`src/rtl/seq_pattern_tx.sv`:
```
// seq_pattern_tx
//   Serial pattern transmitter. A start request captures an PAT_W-bit pattern
//   and a repeat count. The pattern is then sent MSB-first on x_out, once per
//   copy, with GAP_CYC idle cycles between copies. A one-cycle done pulse
//   marks the end of the request.
//
//   Ports
//     clk      rising-edge clock
//     rst      synchronous reset, active-high
//     start    transfer request, sampled only in IDLE
//     pat_in   pattern, captured when start is accepted
//     rep_cnt  number of copies, captured when start is accepted
//     x_out    serial data, 0 whenever x_valid=0
//     x_valid  x_out carries a pattern bit this cycle
//     busy     transfer in progress (SHIFT/GAP)
//     done     one-cycle pulse after the last bit of the request
//
//   state | meaning
//   IDLE  | waiting for start
//   SHIFT | a pattern bit is on x_out
//   GAP   | idle gap between two copies
//   DONE  | done pulse, returns to IDLE
module seq_pattern_tx #(
  parameter int PAT_W   = 4,
  parameter int CNT_W   = 8,
  parameter int GAP_CYC = 0
) (
  input  logic             clk,
  input  logic             rst,
  input  logic             start,
  input  logic [PAT_W-1:0] pat_in,
  input  logic [CNT_W-1:0] rep_cnt,
  output logic             x_out,
  output logic             x_valid,
  output logic             busy,
  output logic             done
);

  localparam int BW = $clog2(PAT_W);
  localparam int GW = (GAP_CYC > 1) ? $clog2(GAP_CYC) : 1;

  typedef enum logic [1:0] {
    IDLE  = 2'd0,
    SHIFT = 2'd1,
    GAP   = 2'd2,
    DONE  = 2'd3
  } state_t;

  state_t           state, state_nxt;
  logic [PAT_W-1:0] pat_q, pat_nxt;
  // sh[PAT_W-1] is always the bit currently driven on x_out
  logic [PAT_W-1:0] sh, sh_nxt;
  // bits still to send after the current one in this copy
  logic [BW-1:0]    bit_cnt, bit_nxt;
  // copies still to send, including the current one
  logic [CNT_W-1:0] copy_cnt, copy_nxt;
  logic [GW-1:0]    gap_cnt, gap_nxt;
  logic             xo_nxt, xv_nxt, busy_nxt, done_nxt;

  always_ff @(posedge clk) begin
    if (rst) begin
      state    <= IDLE;
      pat_q    <= '0;
      sh       <= '0;
      bit_cnt  <= '0;
      copy_cnt <= '0;
      gap_cnt  <= '0;
      x_out    <= 1'b0;
      x_valid  <= 1'b0;
      busy     <= 1'b0;
      done     <= 1'b0;
    end else begin
      state    <= state_nxt;
      pat_q    <= pat_nxt;
      sh       <= sh_nxt;
      bit_cnt  <= bit_nxt;
      copy_cnt <= copy_nxt;
      gap_cnt  <= gap_nxt;
      x_out    <= xo_nxt;
      x_valid  <= xv_nxt;
      busy     <= busy_nxt;
      done     <= done_nxt;
    end
  end

  // Outputs are computed for the next state so they come straight from flops
  // and line up with the state register.
  always_comb begin
    state_nxt = state;
    pat_nxt   = pat_q;
    sh_nxt    = sh;
    bit_nxt   = bit_cnt;
    copy_nxt  = copy_cnt;
    gap_nxt   = gap_cnt;
    xo_nxt    = 1'b0;
    xv_nxt    = 1'b0;
    busy_nxt  = 1'b0;
    done_nxt  = 1'b0;

    case (state)
      IDLE: begin
        if (start) begin
          if (rep_cnt != '0) begin
            state_nxt = SHIFT;
            pat_nxt   = pat_in;
            sh_nxt    = pat_in;
            bit_nxt   = BW'(PAT_W - 1);
            copy_nxt  = rep_cnt;
            xo_nxt    = pat_in[PAT_W-1];
            xv_nxt    = 1'b1;
            busy_nxt  = 1'b1;
          end else begin
            state_nxt = DONE;
            done_nxt  = 1'b1;
          end
        end
      end

      SHIFT: begin
        if (bit_cnt != '0) begin
          sh_nxt   = {sh[PAT_W-2:0], 1'b0};
          bit_nxt  = bit_cnt - BW'(1);
          xo_nxt   = sh[PAT_W-2];
          xv_nxt   = 1'b1;
          busy_nxt = 1'b1;
        end else begin
          copy_nxt = copy_cnt - CNT_W'(1);
          if (copy_cnt == CNT_W'(1)) begin
            state_nxt = DONE;
            done_nxt  = 1'b1;
          end else if (GAP_CYC > 0) begin
            state_nxt = GAP;
            gap_nxt   = GW'(GAP_CYC - 1);
            busy_nxt  = 1'b1;
          end else begin
            sh_nxt   = pat_q;
            bit_nxt  = BW'(PAT_W - 1);
            xo_nxt   = pat_q[PAT_W-1];
            xv_nxt   = 1'b1;
            busy_nxt = 1'b1;
          end
        end
      end

      GAP: begin
        busy_nxt = 1'b1;
        if (gap_cnt == '0) begin
          state_nxt = SHIFT;
          sh_nxt    = pat_q;
          bit_nxt   = BW'(PAT_W - 1);
          xo_nxt    = pat_q[PAT_W-1];
          xv_nxt    = 1'b1;
        end else begin
          gap_nxt = gap_cnt - GW'(1);
        end
      end

      DONE: begin
        state_nxt = IDLE;
      end

      default: begin
        state_nxt = IDLE;
      end
    endcase
  end

endmodule
```
`config.mk`:
```
export PLATFORM = sky130hd
export DESIGN_NAME = seq_pattern_tx
export DESIGN_NICKNAME = d
export VERILOG_FILES = /design/src/rtl/seq_pattern_tx.sv
export SDC_FILE = /design/constraint.sdc
export NUM_CORES = 1
export LEC_CHECK = 0
export CAP_MARGIN = 5
export CELL_PAD_IN_SITES_DETAIL_PLACEMENT = 1
export CELL_PAD_IN_SITES_GLOBAL_PLACEMENT = 1
export CORE_AREA = 3 3 62 64
export CTS_CLUSTER_DIAMETER = 50
export DETAILED_ROUTE_END_ITERATION = 16
export DIE_AREA = 0 0 65 67
export GPL_TIMING_DRIVEN = 0
export HOLD_SLACK_MARGIN = 0.03
export PLACE_DENSITY_LB_ADDON = 0.15
export RECOVER_POWER = 50
export SLEW_MARGIN = 20
export SYNTH_ARGS = -nofsm -noshare
export SYNTH_HDL_FRONTEND = slang
export SYNTH_SLANG_ARGS = --single-unit
export TNS_END_PERCENT = 20
```
`constraint.sdc`:
```
create_clock -name clk -period 5.43 [get_ports clk]
set_clock_uncertainty 0.15 [all_clocks]
set_input_delay 1.3575 -clock clk [delete_from_list [all_inputs] [get_ports clk]]
set_output_delay 1.3575 -clock clk [all_outputs]
set_load 0.01 [all_outputs]
```
==> run metrics, run 1 <==
status=finished clean; Routed WL per cell=about 17 µm; Synth top cells by count=dfxtp_1, nand2_1, a21oi_1; Final Setup Violations=0; Final min period=3.61 ns; post-cts resize count=0; Worst path slowest cell=or4_1; die area=between 4000 and 5000 µm²; crit-path max cell delay=between 0.6 and 0.7 ns; Hold Path End=pat_q[2]$_SDFFE_PP0P_; Hold Buf Count CTS=0; critical path arrival=3.68 ns; critical path, cell by cell=dlygate4sd3_1, or4_1, o311ai_0, buf_6, o21ai_0, o311a_1; aggregate global routing overflow=0; max-cap check violation count=0; fmax=about 0.28 GHz; # port buffers=18; Cell Area, Placed=~1600 µm²; Post-Layout Cell Count=about 240; Worst Path Max Fanout=10; synthesized area per cell=about 8.3 µm²; Worst Path Buf+Inv=2; Worst Setup SP=rep_cnt[2]; WL final=about 4000 µm; Seq/Total Area, Yosys=31.5%; R2R depth=7; Rel. slew slack=between 50% and 60%; Net Count, Synth=~190; main flop type after synthesis=dfxtp_1; Synth async-reset ratio=0%; Synth warnings=0; post-synth top area share=between 30% and 40%; Clk pin slew, worst setup/hold paths=between 0.1 and 0.15 ns; mapped cell area=1400 µm²; post-detail-place hpwl=3150 µm; P_leak=roughly 0.00064 µW; number of CTS-inserted buffers=3; worst vdd ir=between 0.2 and 0.25 mV; measured slew at the worst slew-check pin=~0.63 ns; maximum buffer depth of the clock tree=2; slack of the worst reg-to-reg path=~3.1 ns; DR iter-0 viols=between 40 and 50; routed vias/inst=approximately 5.7; Inst Count DP=about 230; type of origin of the critical path=primary input; Sinks on Clock Net=22; synthesized instance count=between 150 and 200; Net count, final=around 220; via count=between 1,000 and 1,500; # IOs=19; Final period util=between 60% and 70%; #FFs+latches synth=22; worst min-delay path class=reg -> reg; GPL Wtd Cong=0.807; max-slew violations=0; CTS tree=yes; Synth area leader=dfxtp_1; post-CTS setup repair buffer count=0; largest net degree at the start of global routing=13; fin area=about 1600 µm²; Final Hold Viols=0; FP Rows=21; Final ANT Viol Nets=0; H-Tree Depth=1; first-pass GRT wire length=around 6900 µm; core area=3340 µm²; Synth area leaders=dfxtp_1, ha_1, a21oi_1; CP Data Required Time=about 5.5 ns; Pre-antenna DRT Iters=4; post-synth cell types=43; Overall Power=between 800 and 900 µW; area delta synth->final=17.8%; antenna cell count=0; Post-synth EDFFs=0; Reg-to-Reg End=bit_cnt[1]$_SDFFE_PP0P_; RSZ-0062 raised after global routing=no; initial antenna violation count=0; reg2reg start=state[1]$_SDFFE_PP0P_; Setup CP Type=in -> reg; PD cells=just over 500 nW/µm²; die height=between 60 and 70 µm; layout cells sized above 1=about 7.4%; gr usage total=between 20% and 30%; nature of the critical path endpoint=register; clock root cell=clkbuf_4; CP top delay family=compound AO/OA/AOI/OAI gates; drt drc=0; Initial Utilization=42.0%; Die X=around 65 µm; vias in the first global route=1,400; worst skew pair latency=approximately 0.32 ns; worst hold start=pat_q[2]$_SDFFE_PP0P_; setup TNS=0 ns; Hold Crit Depth=2
==> per-layer routing <==
metal / global-route usage, % / vias up / wire length, µm
met2: 34.5 / 24 / 1980
met5: 0 / - / 0
met1: 25.8 / 659 / 1950
li1: - / 662 / -
met4: 7.39 / 0 / 67
met3: 4.72 / 8 / 117
==> metrics by stage <==
step                hold slack (ns)  utilization (%)  setup slack [ns]
global placement              0.292             49.1              1.89
detailed placement            0.308             49.1              1.90
floorplan                     0.283                -              2.53
finish                        0.324             49.4              1.82
global route                  0.350             49.4              1.73
CTS                           0.328             50.2              2.22
==> cell families after synthesis <==
logic type / share of synthesized area, %
buffers and inverters: 5.90
adders and majority gates: 8.04
AOI/OAI and AO/OA: 30.7
muxes: 3.04
DFF: 31.5
and+or+nand+nor: 20.8
==> power by group <==
part	internal (µW)	switching, µW
Clock	41.0	54.4
Sequential	214	49.1
Combinational	196	290
==> worst reg2reg max path: cells and delay by family (launching register included) <==
| kind | cells | cell delay, ns |
|---|---|---|
| AOI/OAI and AO/OA | 3 | 0.89 |
| buffers and inverters | 2 | 0.29 |
| adders and majority gates | 1 | 0.18 |
| DFF | 1 | 0.44 |
| and+or+nand+nor | 1 | 0.24 |
==> area by class of cell <==
type	count	area [µm²]
Tap cell	46	57.6
Clock buffer	4	36.3
Fill cell	433	1690
Multi-Input combinational cell	127	852
Timing Repair Buffer	18	180
Sequential cell	22	440
Inverter	10	37.5
Buffer	9	45.0
==> registers in the layout, summed over array words and instances (netlist names) <==
signal,count
sh,3
x_out,1
state,2
done,1
bit_cnt,2
pat_q,4
x_valid,1
copy_cnt,8
==> worst max path at each step <==
| stage | to | slack (ns) | cells past startpoint |
|---|---|---|---|
| global placement | copy_cnt[3]$_SDFFE_PP0P_ | 1.89 | 5 |
| CTS | copy_cnt[3]$_SDFFE_PP0P_ | 2.22 | 5 |
| finish | copy_cnt[0]$_SDFFE_PP0P_ | 1.82 | 6 |
| detailed placement | copy_cnt[3]$_SDFFE_PP0P_ | 1.90 | 5 |
| global route | bit_cnt[0]$_SDFFE_PP0P_ | 1.73 | 5 |
| floorplan | sh[0]$_SDFFE_PP0P_ | 2.53 | 4 |
==> cell usage in the layout (no fill, tap or decap), drive strengths merged, types with 2 or more instances in the layout <==
cell type	count
nor2b	2
clkdlybuf4s50	12
a211oi	2
mux2	2
nor3	5
a31oi	3
nand2b	2
nand2	22
and3	3
dfxtp	22
clkbuf	11
ha	9
nand3	2
a21o	3
nand4b	3
or4	2
buf	2
a311oi	3
a22oi	4
a41oi	2
o21ai	6
a211o	3
o32ai	3
mux2i	2
inv	9
dlygate4sd3	6
and2	2
a21oi	21
nor2	9
(Power assumes the default switching activity.)
==> inputs of run 2 (changes only) <==
--- a/config.mk
+++ b/config.mk
@@ -8,10 +8,10 @@
 export CAP_MARGIN = 5
 export CELL_PAD_IN_SITES_DETAIL_PLACEMENT = 1
 export CELL_PAD_IN_SITES_GLOBAL_PLACEMENT = 1
-export CORE_AREA = 3 3 62 64
+export CORE_AREA = 3 3 64 66
 export CTS_CLUSTER_DIAMETER = 50
 export DETAILED_ROUTE_END_ITERATION = 16
-export DIE_AREA = 0 0 65 67
+export DIE_AREA = 0 0 67 69
 export GPL_TIMING_DRIVEN = 0
 export HOLD_SLACK_MARGIN = 0.03
 export PLACE_DENSITY_LB_ADDON = 0.15
==> constraint.sdc (replaced) <==
create_clock -name clk -period 3.51 [get_ports clk]
set_clock_uncertainty 0.15 [all_clocks]
set_input_delay 0.8775 -clock clk [delete_from_list [all_inputs] [get_ports clk]]
set_output_delay 0.8775 -clock clk [all_outputs]
set_load 0.01 [all_outputs]
==> run metrics, run 2 (synthesized netlist as in run 1, its figures left out) <==
status=finished clean (unchanged); Final Hold Viols=0 (unchanged); FP Rows=22 (was 21); via count=1,359 (was 1,353); fin worst setup slack=0.521 ns (was 1.82 ns); slack of the worst reg-to-reg path=1.29 ns (was 3.12 ns); WL final=4100 µm (was 4120 µm); nature of the critical path endpoint=register (unchanged); Net count, final=215 (unchanged); Setup CP Type=in -> reg (unchanged); type of origin of the critical path=primary input (unchanged); largest net degree at the start of global routing=13 (unchanged); max-slew violations=0 (unchanged); max-cap check violation count=0 (unchanged); fin area=1690 µm² (was 1650 µm²); area delta synth->final=20.8% (was 17.8%); critical path arrival=3.02 ns (was 3.68 ns); RSZ-0062 raised after global routing=no (unchanged); vias in the first global route=1,457 (was 1,400); Rel. slew slack=60.6% (was 57.2%); worst min-delay path class=reg -> reg (unchanged); Fillers=466 (was 433); critical path, cell by cell=dlygate4sd3_1, or4_1, o211ai_1, a21oi_1, o32ai_1 (was dlygate4sd3_1, or4_1, o311ai_0, buf_6, o21ai_0, o311a_1); Initial Utilization=38.5% (was 42.0%); setup slack at placement=0.475 ns (was 1.90 ns); CP Data Required Time=3.54 ns (was 5.51 ns); number of flip-flops in the largest register=8 (unchanged); Worst path slowest cell=or4_1 (unchanged); number of CTS-inserted buffers=3 (unchanged); maximum buffer depth of the clock tree=2 (unchanged); post-detail-place hpwl=3060 µm (was 3150 µm); Clk pin slew, worst setup/hold paths=0.09 ns (was 0.13 ns); Final min period=about 3 ns; aggregate global routing overflow=0 (unchanged); most frequent cells in the layout=nand2_1, dfxtp_1, a21oi_1 (unchanged); # port buffers=18 (unchanged); routed vias/inst=5.71 (was 5.73); drt drc=0 (unchanged); gr usage total=19.0% (was 20.6%); die height=69 µm (was 67 µm); antenna cell count=0 (unchanged); Final period util=85.2%; P_leak=0.000655 µW (was 0.000638 µW); die area=4620 µm² (was 4360 µm²); Overall Power=1370 µW (was 844 µW); DR iter-0 viols=54 (was 44); Final ANT Viol Nets=0 (unchanged); worst vdd ir=0.267 mV (was 0.207 mV); clock root cell=clkbuf_8 (was clkbuf_4); fmax=between 0.3 and 0.4 GHz; Pre-antenna DRT Iters=4 (unchanged); post-cts resize count=0 (unchanged); measured slew at the worst slew-check pin=0.587 ns (was 0.634 ns); Routed WL per cell=17.2 µm (was 17.4 µm); worst skew pair latency=0.27 ns (was 0.32 ns); Cell Area, Placed=1640 µm² (about the same); CTS tree=yes (unchanged); Sinks on Clock Net=22 (unchanged); core area=3630 µm² (was 3340 µm²); Final Setup Violations=0 (unchanged); Largest regs=copy_cnt x8, pat_q x4, sh x3 (unchanged); H-Tree Depth=1 (unchanged); GPL Wtd Cong=0.833 (was 0.807); post-CTS setup repair buffer count=0 (unchanged); Largest Register=copy_cnt (unchanged); initial antenna violation count=0 (unchanged); Hold Buf Count CTS=0 (unchanged); PD cells=807 nW/µm² (was 512 nW/µm²); Worst Path Max Fanout=7 (was 10); first-pass GRT wire length=6810 µm (was 6890 µm); Die X=67 µm (was 65 µm); crit-path max cell delay=0.70 ns (was 0.66 ns); utilization after layout=46.6% (was 49.4%); # IOs=19 (unchanged); layout cells sized above 1=8.42% (was 7.37%); setup TNS=0 ns (unchanged)
## run 2: worst max-delay path: cells and delay by family
family          cells  cell delay [ns]
simple gates        1             0.70
compound gates      3             0.88
buf+inv             1             0.56
## run 2: path summary, 6_finish.rpt
check / startpoint / end / cells past startpoint
worst max-delay path: rep_cnt[2] / copy_cnt[3]$_SDFFE_PP0P_ / 5
worst min-delay path: pat_q[3]$_SDFFE_PP0P_ / pat_q[3]$_SDFFE_PP0P_ / 2
worst max register to register: state[1]$_SDFFE_PP0P_ / x_out$_SDFF_PP0_ / 8
worst min register to register: pat_q[3]$_SDFFE_PP0P_ / pat_q[3]$_SDFFE_PP0P_ / 2
## run 2: power breakdown
part	internal (µW)	switching [µW]	total (µW)	leakage, µW
clock network	100	95.3	196	0.0000288
logic	314	447	761	0.000445
registers	331	77.1	408	0.000181
## run 2: cell type report
| class | instances | area [µm²] | area share, % |
|---|---|---|---|
| Buffer | 9 | 45.0 | 2.66 |
| Inverter | 10 | 37.5 | 2.22 |
| Sequential cell | 22 | 440 | 26.0 |
| Timing Repair Buffer | 18 | 180 | 10.7 |
| Multi-Input combinational cell | 127 | 873 | 51.6 |
| Clock buffer | 4 | 55.1 | 3.25 |
| Tap cell | 48 | 60.1 | 3.55 |
## run 2: per-layer routing
layer  up-vias  routed length (µm)  GRT usage, %
li1        664                   -             -
met2        20                2110          32.9
met1       668                1830          23.5
met4         0                  82          7.43
met3         7                  86          2.12
met5         -                   0             0
## run 2: through the flow
step | instances | hold slack [ns]
after floorplan | 168 | 0.283
after global placement | 234 | 0.293
after detailed placement | 234 | 0.299
after CTS | 238 | 0.311
after global routing | 238 | 0.347
final | 238 | 0.310
